--- config.mk ---
export PLATFORM = sky130hd
export DESIGN_NAME = frase_controller
export DESIGN_NICKNAME = d
export VERILOG_FILES = /design/src/rtl/frase_controller.sv
export SDC_FILE = /design/constraint.sdc
export NUM_CORES = 1
export LEC_CHECK = 0
export ABC_CLOCK_PERIOD_IN_PS = 2500
export CAP_MARGIN = 15
export CORE_MARGIN = 2
export CORE_UTILIZATION = 50
export CTS_BUF_LIST = sky130_fd_sc_hd__clkbuf_4 sky130_fd_sc_hd__clkbuf_8
export DETAILED_ROUTE_END_ITERATION = 10
export MAX_ROUTING_LAYER = met4
export PLACE_DENSITY = 0.83
export SETUP_SLACK_MARGIN = 0.05
export SYNTH_ARGS = -nofsm -noshare
export SYNTH_HDL_FRONTEND = slang
export SYNTH_SLANG_ARGS = --single-unit
--- constraint.sdc ---
create_clock -name clk -period 2.5 [get_ports clk]
set_input_delay 0.5 -clock clk [delete_from_list [all_inputs] [get_ports clk]]
set_output_delay 0.5 -clock clk [all_outputs]
set_load 0.05 [all_outputs]
--- src/rtl/frase_controller.sv ---
// Sentence sequencer: issues one note at a time to the word classifier, buffers
// the returned word types and reports a finished sentence or an error code.
module frase_controller #(
  parameter int MAX_WORDS = 8,
  parameter int CLS_LAT   = 2,
  parameter int CW        = 4
) (
  input  logic                   clk,
  input  logic                   Reset,
  input  logic                   Note_Valid,
  output logic                   Note_Ready,
  input  logic                   Tom_in,
  input  logic [2:0]             Nota_in,
  output logic                   Cls_Ready,
  output logic                   Cls_Tom,
  output logic [2:0]             Cls_Nota,
  input  logic [1:0]             Cls_Tipo,
  input  logic                   Cls_End,
  output logic [2*MAX_WORDS-1:0] Sentence,
  output logic [CW-1:0]          Word_Count,
  output logic                   Busy,
  output logic                   Done,
  output logic                   Error,
  output logic [1:0]             Error_Code,
  input  logic                   Ack
);

  localparam int LW = (CLS_LAT > 1) ? $clog2(CLS_LAT) : 1;

  typedef enum logic [1:0] {S_IDLE, S_ISSUE, S_WAIT, S_DONE} state_t;

  state_t                 r_state;
  logic [LW-1:0]          r_lat;
  logic                   r_note_ready;
  logic                   r_cls_ready;
  logic                   r_cls_tom;
  logic [2:0]             r_cls_nota;
  logic [2*MAX_WORDS-1:0] r_sentence;
  logic [CW-1:0]          r_word_count;
  logic                   r_busy;
  logic                   r_done;
  logic                   r_error;
  logic [1:0]             r_error_code;

  always_ff @(posedge clk) begin
    if (!Reset) begin
      r_state      <= S_IDLE;
      r_lat        <= '0;
      r_note_ready <= 1'b1;
      r_cls_ready  <= 1'b0;
      r_cls_tom    <= 1'b0;
      r_cls_nota   <= 3'b000;
      r_sentence   <= '0;
      r_word_count <= '0;
      r_busy       <= 1'b0;
      r_done       <= 1'b0;
      r_error      <= 1'b0;
      r_error_code <= 2'b00;
    end else begin
      case (r_state)
        S_IDLE: begin
          if (Note_Valid) begin
            r_cls_tom    <= Tom_in;
            r_cls_nota   <= Nota_in;
            r_cls_ready  <= 1'b1;
            r_busy       <= 1'b1;
            r_note_ready <= 1'b0;
            r_state      <= S_ISSUE;
          end
        end
        S_ISSUE: begin
          r_lat   <= LW'(CLS_LAT - 1);
          r_state <= S_WAIT;
        end
        S_WAIT: begin
          if (r_lat != '0) begin
            r_lat <= r_lat - LW'(1);
          end else begin
            // Classifier result is valid on this edge only.
            r_cls_ready <= 1'b0;
            r_busy      <= 1'b0;
            if (Cls_End && (r_word_count == '0 || r_sentence[1:0] != 2'b11)) begin
              r_error      <= 1'b1;
              r_error_code <= 2'b11;
              r_state      <= S_DONE;
            end else if (Cls_End) begin
              r_done  <= 1'b1;
              r_state <= S_DONE;
            end else if (Cls_Tipo == 2'b00) begin
              r_error      <= 1'b1;
              r_error_code <= 2'b01;
              r_state      <= S_DONE;
            end else if (r_word_count == CW'(MAX_WORDS)) begin
              r_error      <= 1'b1;
              r_error_code <= 2'b10;
              r_state      <= S_DONE;
            end else begin
              for (int i = 0; i < MAX_WORDS; i++) begin
                if (r_word_count == CW'(i)) r_sentence[2*i +: 2] <= Cls_Tipo;
              end
              r_word_count <= r_word_count + CW'(1);
              r_note_ready <= 1'b1;
              r_state      <= S_IDLE;
            end
          end
        end
        S_DONE: begin
          if (Ack) begin
            r_sentence   <= '0;
            r_word_count <= '0;
            r_done       <= 1'b0;
            r_error      <= 1'b0;
            r_error_code <= 2'b00;
            r_note_ready <= 1'b1;
            r_state      <= S_IDLE;
          end
        end
        default: r_state <= S_IDLE;
      endcase
    end
  end

  assign Note_Ready = r_note_ready;
  assign Cls_Ready  = r_cls_ready;
  assign Cls_Tom    = r_cls_tom;
  assign Cls_Nota   = r_cls_nota;
  assign Sentence   = r_sentence;
  assign Word_Count = r_word_count;
  assign Busy       = r_busy;
  assign Done       = r_done;
  assign Error      = r_error;
  assign Error_Code = r_error_code;

endmodule

==> impl_metrics.json, run 1 <==
{
  "area_growth_pct": 27.8,
  "synth_edf_count": 0,
  "syn_area_per_cell_sq_um": 9.37,
  "power_leakage_nw": 0.802,
  "gp_congestion": 0.858,
  "grt_antenna_before_repair": 0,
  "final_common_cell": "clkdlybuf4s50_1",
  "place_inst": 254,
  "synth_cell_type_count": 49,
  "num_antenna_cells": 0,
  "die_y_microns": 61.6,
  "routedWlPerCell_microns": 14.7,
  "netlist_area_sq_um": 1660,
  "setup_tns_ns": 0,
  "critPathKind": "reg2out",
  "ys_ff_latch": 33,
  "crit_path_end_kind": "output port",
  "cts_tree": "done",
  "clockBufferDepth": 2,
  "grt_pass1_wl_mm": 6.12,
  "final_cell_mix": "clkdlybuf4s50_1 (40), dfxtp_1 (33), a22o_1 (16), nand2_1 (13), inv_1 (11)",
  "routed_wl_mm": 3.84,
  "hold_viol": 0,
  "cpLargestDelayFamily": "buffers and inverters",
  "critPathBufInv": 1,
  "final_nets": 237,
  "vdd_ir_drop_max_uv": 492,
  "synth_area_leaders": "dfxtp_1 (40%), a22o_1 (8.4%), ha_1 (6.8%)",
  "fin_util": 0.683,
  "fmax_mhz": 429,
  "required_ns": 2.00,
  "yosys.area.top_type": "dfxtp_1",
  "clock_skew_ns": 0.0118,
  "grt_max_degree": 15,
  "yosys_warnings": 0,
  "setup_viol": 0,
  "synthDominantCellAreaShare": 0.398,
  "worst_pin_slew_ns": 0.576,
  "worstPathArrival_ns": 1.83,
  "drc": 0,
  "hp-class": "reg2reg",
  "min_period_over_period": 0.933,
  "core_sq_um": 3100,
  "ant_nets": 0,
  "ys.flop_type": "dfxtp_1",
  "relSlewSlack": 0.611,
  "power_density_nw_per_um2": 768,
  "critPathSlowestCell": "clkdlybuf4s50_1",
  "root_buffer": "clkbuf_4",
  "postSynthCellCount": 177,
  "io_pins": 42,
  "layout_min_cycle_time_ns": 2.33,
  "die_w_microns": 61.6,
  "start_util": 0.535,
  "drive_gt1_frac": 0.0917,
  "drt_iter0_drc": 103,
  "status": "complete, no violations",
  "rsz0062_at_grt": "false",
  "clkLatencyLatePin_ns": 0.35,
  "grt_usage": 0.231,
  "port-buffer-count": 41,
  "dr.pass1.iters": 4,
  "grt_overflow": 0,
  "path_cells": "clkdlybuf4s50_1",
  "syn_nets": 197,
  "finalMaxSlewViolations": 0,
  "postSynth.asyncResetShare": 0,
  "seq_area_frac_synth": 0.398,
  "fp.dieArea_sq_um": 3800,
  "grt_pass1_vias": 1325,
  "critPathMaxFanout": 14,
  "num_rows": 20,
  "cts_buffers": 5,
  "cts.sinks": 33,
  "via_per_inst": 5.69,
  "htree_levels": 2,
  "startpoint_type": "flip-flop",
  "num_vias": 1491,
  "clk_pin_slew_ns": 0.09,
  "slowest_delay_ns": 0.89,
  "instances_no_fill": 262,
  "maxCapViolations": 0,
  "hpwlAfterDp_mm": 2.79
}
==> power breakdown <==
part	internal [W]	total, W	switching, W
Sequential	0.000588	0.000649	0.0000605
Clock	0.000118	0.000302	0.000184
Combinational	0.000241	0.000678	0.000437
Total	0.000947	0.00163	0.000682
==> sequential cells by signal (all words and copies together), names as in the netlist <==
signal      flops
Sentence       16
Word_Count      4
Cls_Nota        3
Error_Code      2
r_state         2
Busy            1
Cls_Tom         1
Done            1
Error           1
Note_Ready      1
r_lat           1
==> synth_stat cells, types with 2 or more instances <==
cell type	number
o31ai_1	2
nor2_1	6
buf_4	3
ha_1	9
nor3_1	7
nand3_1	9
a31oi_1	3
inv_1	11
clkbuf_1	2
o21ai_0	6
or2b_1	2
a22o_1	16
buf_6	3
and2_1	2
o21ai_1	9
nand2_1	13
nor4b_1	3
nand4_1	2
a21oi_1	3
or2_2	2
dfxtp_1	33
a21boi_0	2
o22ai_1	3
==> final cells by class <==
class,count,area [sq um]
fill,286,982
clock buffer,6,45.0
sequential,33,661
timing repair buffer,42,420
inverter,11,41.3
multi-input combinational,124,888
clock inverter,2,10.0
tap,44,55.1
==> logic make-up (layout without fill, tap and decap cells) <==
group / after synthesis / after routing / share of synthesized area
AO/OA/AOI/OAI: 55 / 55 / 0.253
adder cells (fa/ha/maj): 9 / 9 / 0.0679
buffers and inverters: 20 / 61 / 0.0664
flip-flops: 33 / 33 / 0.398
AND/OR/NAND/NOR: 60 / 60 / 0.214
==> timing repair <==
item / in CTS / in global routing
hold endpoints to repair: 0 / 0
setup endpoints to repair: 0 / 1
resized for setup: 0 / 1
setup buffers: 0 / 0
hold buffers: 0 / 0
==> stage by stage <==
step	hold slack [ns]	power (W)	instance area, sq um	setup slack, ns
final	0.464	0.00163	2120	0.168
after detailed placement	0.457	0.00133	2060	0.253
after CTS	0.470	0.00163	2120	0.131
after floorplan	0.547	0.00116	1660	0.461
after global placement	0.447	0.00131	2060	0.361
after global routing	0.503	0.00173	2120	0.0699
==> layer usage <==
layer / global-route usage / wire length, microns / up-vias
met5: - / 0 / -
met1: 0.300 / 1740 / 699
met4: 0.112 / 80 / 0
li1: - / - / 733
met3: 0.0693 / 232 / 7
met2: 0.326 / 1790 / 52
==> path summary, 6_finish.rpt <==
path                                                  from                         to  slack, ns  depth (start not counted)
worst max-delay path            Word_Count[2]$_SDFFE_PN0P_              Word_Count[2]       0.17                          1
worst min-delay path              Cls_Nota[0]$_SDFFE_PN0P_   Cls_Nota[0]$_SDFFE_PN0P_       0.46                          2
worst max register to register     r_state[0]$_SDFFE_PN0P_  Sentence[14]$_SDFFE_PN0P_       0.44                          6
worst min register to register    Cls_Nota[0]$_SDFFE_PN0P_   Cls_Nota[0]$_SDFFE_PN0P_       0.46                          2
No activity file was read; power rests on OpenSTA's default activity.
==> run 2: changes to the inputs <==
--- a/config.mk
+++ b/config.mk
@@ -7,7 +7,6 @@
 export LEC_CHECK = 0
 export ABC_CLOCK_PERIOD_IN_PS = 2500
 export CAP_MARGIN = 15
-export CORE_MARGIN = 2
 export CORE_UTILIZATION = 50
 export CTS_BUF_LIST = sky130_fd_sc_hd__clkbuf_4 sky130_fd_sc_hd__clkbuf_8
 export DETAILED_ROUTE_END_ITERATION = 10
@@ -17,3 +16,4 @@
 export SYNTH_ARGS = -nofsm -noshare
 export SYNTH_HDL_FRONTEND = slang
 export SYNTH_SLANG_ARGS = --single-unit
+export TNS_END_PERCENT = 20
==> run 2 against run 1 <==
Fmax is 0.35% higher. Total power rose by 12%. Via count hardly changed. Die area down 6.4%. Global-route usage increased by 0.82 points. Count of clock-buffer cells in the layout shrank 1. Highest routed layer unchanged.
==> impl_metrics.json, run 2 (synthesis gave the netlist of run 1 again) <==
{
  "status": "complete, no violations",
  "layout_min_cycle_time_ns": 2.32,
  "cts.sinks": 33,
  "final_cell_mix": "clkdlybuf4s50_1 (41), dfxtp_1 (33), a22o_1 (16), nand2_1 (13), inv_1 (11)",
  "num_rows": 20,
  "final_nets": 237,
  "met3_usage": 0.0437,
  "worstPathArrival_ns": 1.82,
  "start_util": 0.535,
  "power_leakage_nw": 0.803,
  "setup_viol": 0,
  "fin_area_sq_um": 2170,
  "rr_endpoint": "Sentence[14]$_SDFFE_PN0P_",
  "grtUsageMet1": 0.307,
  "clockBufferDepth": 2,
  "regToRegSetupSlack_ns": 0.48,
  "area_growth_pct": 30.5,
  "io_pins": 42,
  "num_antenna_cells": 0,
  "rsz0062_at_grt": "false",
  "setup_tns_ns": 0,
  "clk_pin_slew_ns": 0.11,
  "critPathKind": "reg2out",
  "grt.met2_usage": 0.363,
  "required_ns": 2.00,
  "via_per_inst": 5.69,
  "hp-start": "Cls_Nota[0]$_SDFFE_PN0P_",
  "dr.pass1.iters": 4,
  "grt_usage": 0.240,
  "core_sq_um": 3100,
  "ant_nets": 0,
  "routed_wl_mm": 3.74,
  "grt_overflow": 0,
  "finalMaxSlewViolations": 0,
  "vdd_ir_drop_max_uv": 607,
  "critPathSlowestCell": "clkdlybuf4s50_1",
  "die_w_microns": 59.6,
  "relSlewSlack": 0.628,
  "clock_skew_ns": 0.00549,
  "final_common_cell": "clkdlybuf4s50_1",
  "reg2reg_depth": 6,
  "post_cts_buffers": 0,
  "critPathMaxFanout": 13,
  "ctsResizeCount": 0,
  "routedWlPerCell_microns": 14.3,
  "min_path_cells": 2,
  "r2r-start": "r_state[0]$_SDFFE_PN0P_",
  "fill_cells": 268,
  "fin_util": 0.698,
  "hold_buffers": 0,
  "drc": 0,
  "hpwlAfterDp_mm": 2.77,
  "slowest_delay_ns": 0.89,
  "grt_antenna_before_repair": 0,
  "maxCapViolations": 0,
  "grt_max_degree": 15,
  "place_area_sq_um": 2060,
  "crit_path_end_kind": "output port",
  "hold_end": "Cls_Nota[0]$_SDFFE_PN0P_",
  "fmax_mhz": 430,
  "gp_congestion": 0.868,
  "cpLargestDelayFamily": "buffers and inverters",
  "power_density_nw_per_um2": 844,
  "power_w": 0.00183,
  "worst-path-stages": 1,
  "drive_gt1_frac": 0.0917,
  "hp-class": "reg2reg",
  "die_y_microns": 59.6,
  "cts_tree": "done",
  "drt_iter0_drc": 89,
  "hold_viol": 0,
  "fp.dieArea_sq_um": 3550,
  "grt_pass1_vias": 1379,
  "worst_pin_slew_ns": 0.550,
  "busiest_layer": "met2",
  "num_vias": 1492,
  "place_inst": 254,
  "multiInputGateArea_sq_um": 888,
  "startpoint_type": "flip-flop",
  "htree_levels": 2,
  "port-buffer-count": 41,
  "largest_reg_flops": 16,
  "cts_buffers": 5,
  "min_period_over_period": 0.929,
  "path_cells": "clkdlybuf4s50_1",
  "clkLatencyLatePin_ns": 0.34,
  "grt_pass1_wl_mm": 6.17,
  "critPathBufInv": 1,
  "register_area_sq_um": 661,
  "root_buffer": "clkbuf_4",
  "instances_no_fill": 262
}
==> run 2: changes by cell type in the layout (fill, tap and decap cells not counted) <==
| cell | change |
|---|---|
| clkdlybuf4s50_1 | +1 |
| bufinv_16 | +2 |
| clkbuf_4 | -1 |
| dlymetal6s2s_1 | -1 |
| clkinv_2 | -1 |
==> run 2: how the worst max path moves through the flow <==
stage | end | from | slack, ns
floorplan | Word_Count[3]$_SDFFE_PN0P_ | Word_Count[0]$_SDFFE_PN0P_ | 0.46
global placement | Sentence[4]$_SDFFE_PN0P_ | Cls_End | 0.36
detailed placement | Sentence[0]$_SDFFE_PN0P_ | Cls_End | 0.25
CTS | Word_Count[3] | Word_Count[3]$_SDFFE_PN0P_ | 0.16
global route | Word_Count[3] | Word_Count[3]$_SDFFE_PN0P_ | 0.1
finish | Word_Count[3] | Word_Count[3]$_SDFFE_PN0P_ | 0.18
==> run 2: metal layers <==
layer	up-vias	share of wire
met5	-	0
met4	0	0.030
met3	12	0.041
met2	40	0.46
met1	708	0.47
li1	732	-
==> run 2: report_power, final <==
group          internal [W]  switching [W]
clock              0.000310       0.000194
sequential         0.000588      0.0000601
combinational      0.000240       0.000435
total               0.00114       0.000689
==> run 2: cell type report <==
type / instances / share of cell area
clock buffer: 5 / 0.0173
clock inverter: 3 / 0.0300
inverter: 11 / 0.0191
multi-input combinational: 124 / 0.410
sequential: 33 / 0.305
tap: 44 / 0.0254
timing repair buffer: 42 / 0.193
==> run 2: through the flow <==
stage | hold slack, ns | setup slack, ns
final | 0.474 | 0.176
after CTS | 0.476 | 0.164
after floorplan | 0.547 | 0.461
after global routing | 0.503 | 0.0995
after detailed placement | 0.459 | 0.251
after global placement | 0.447 | 0.359
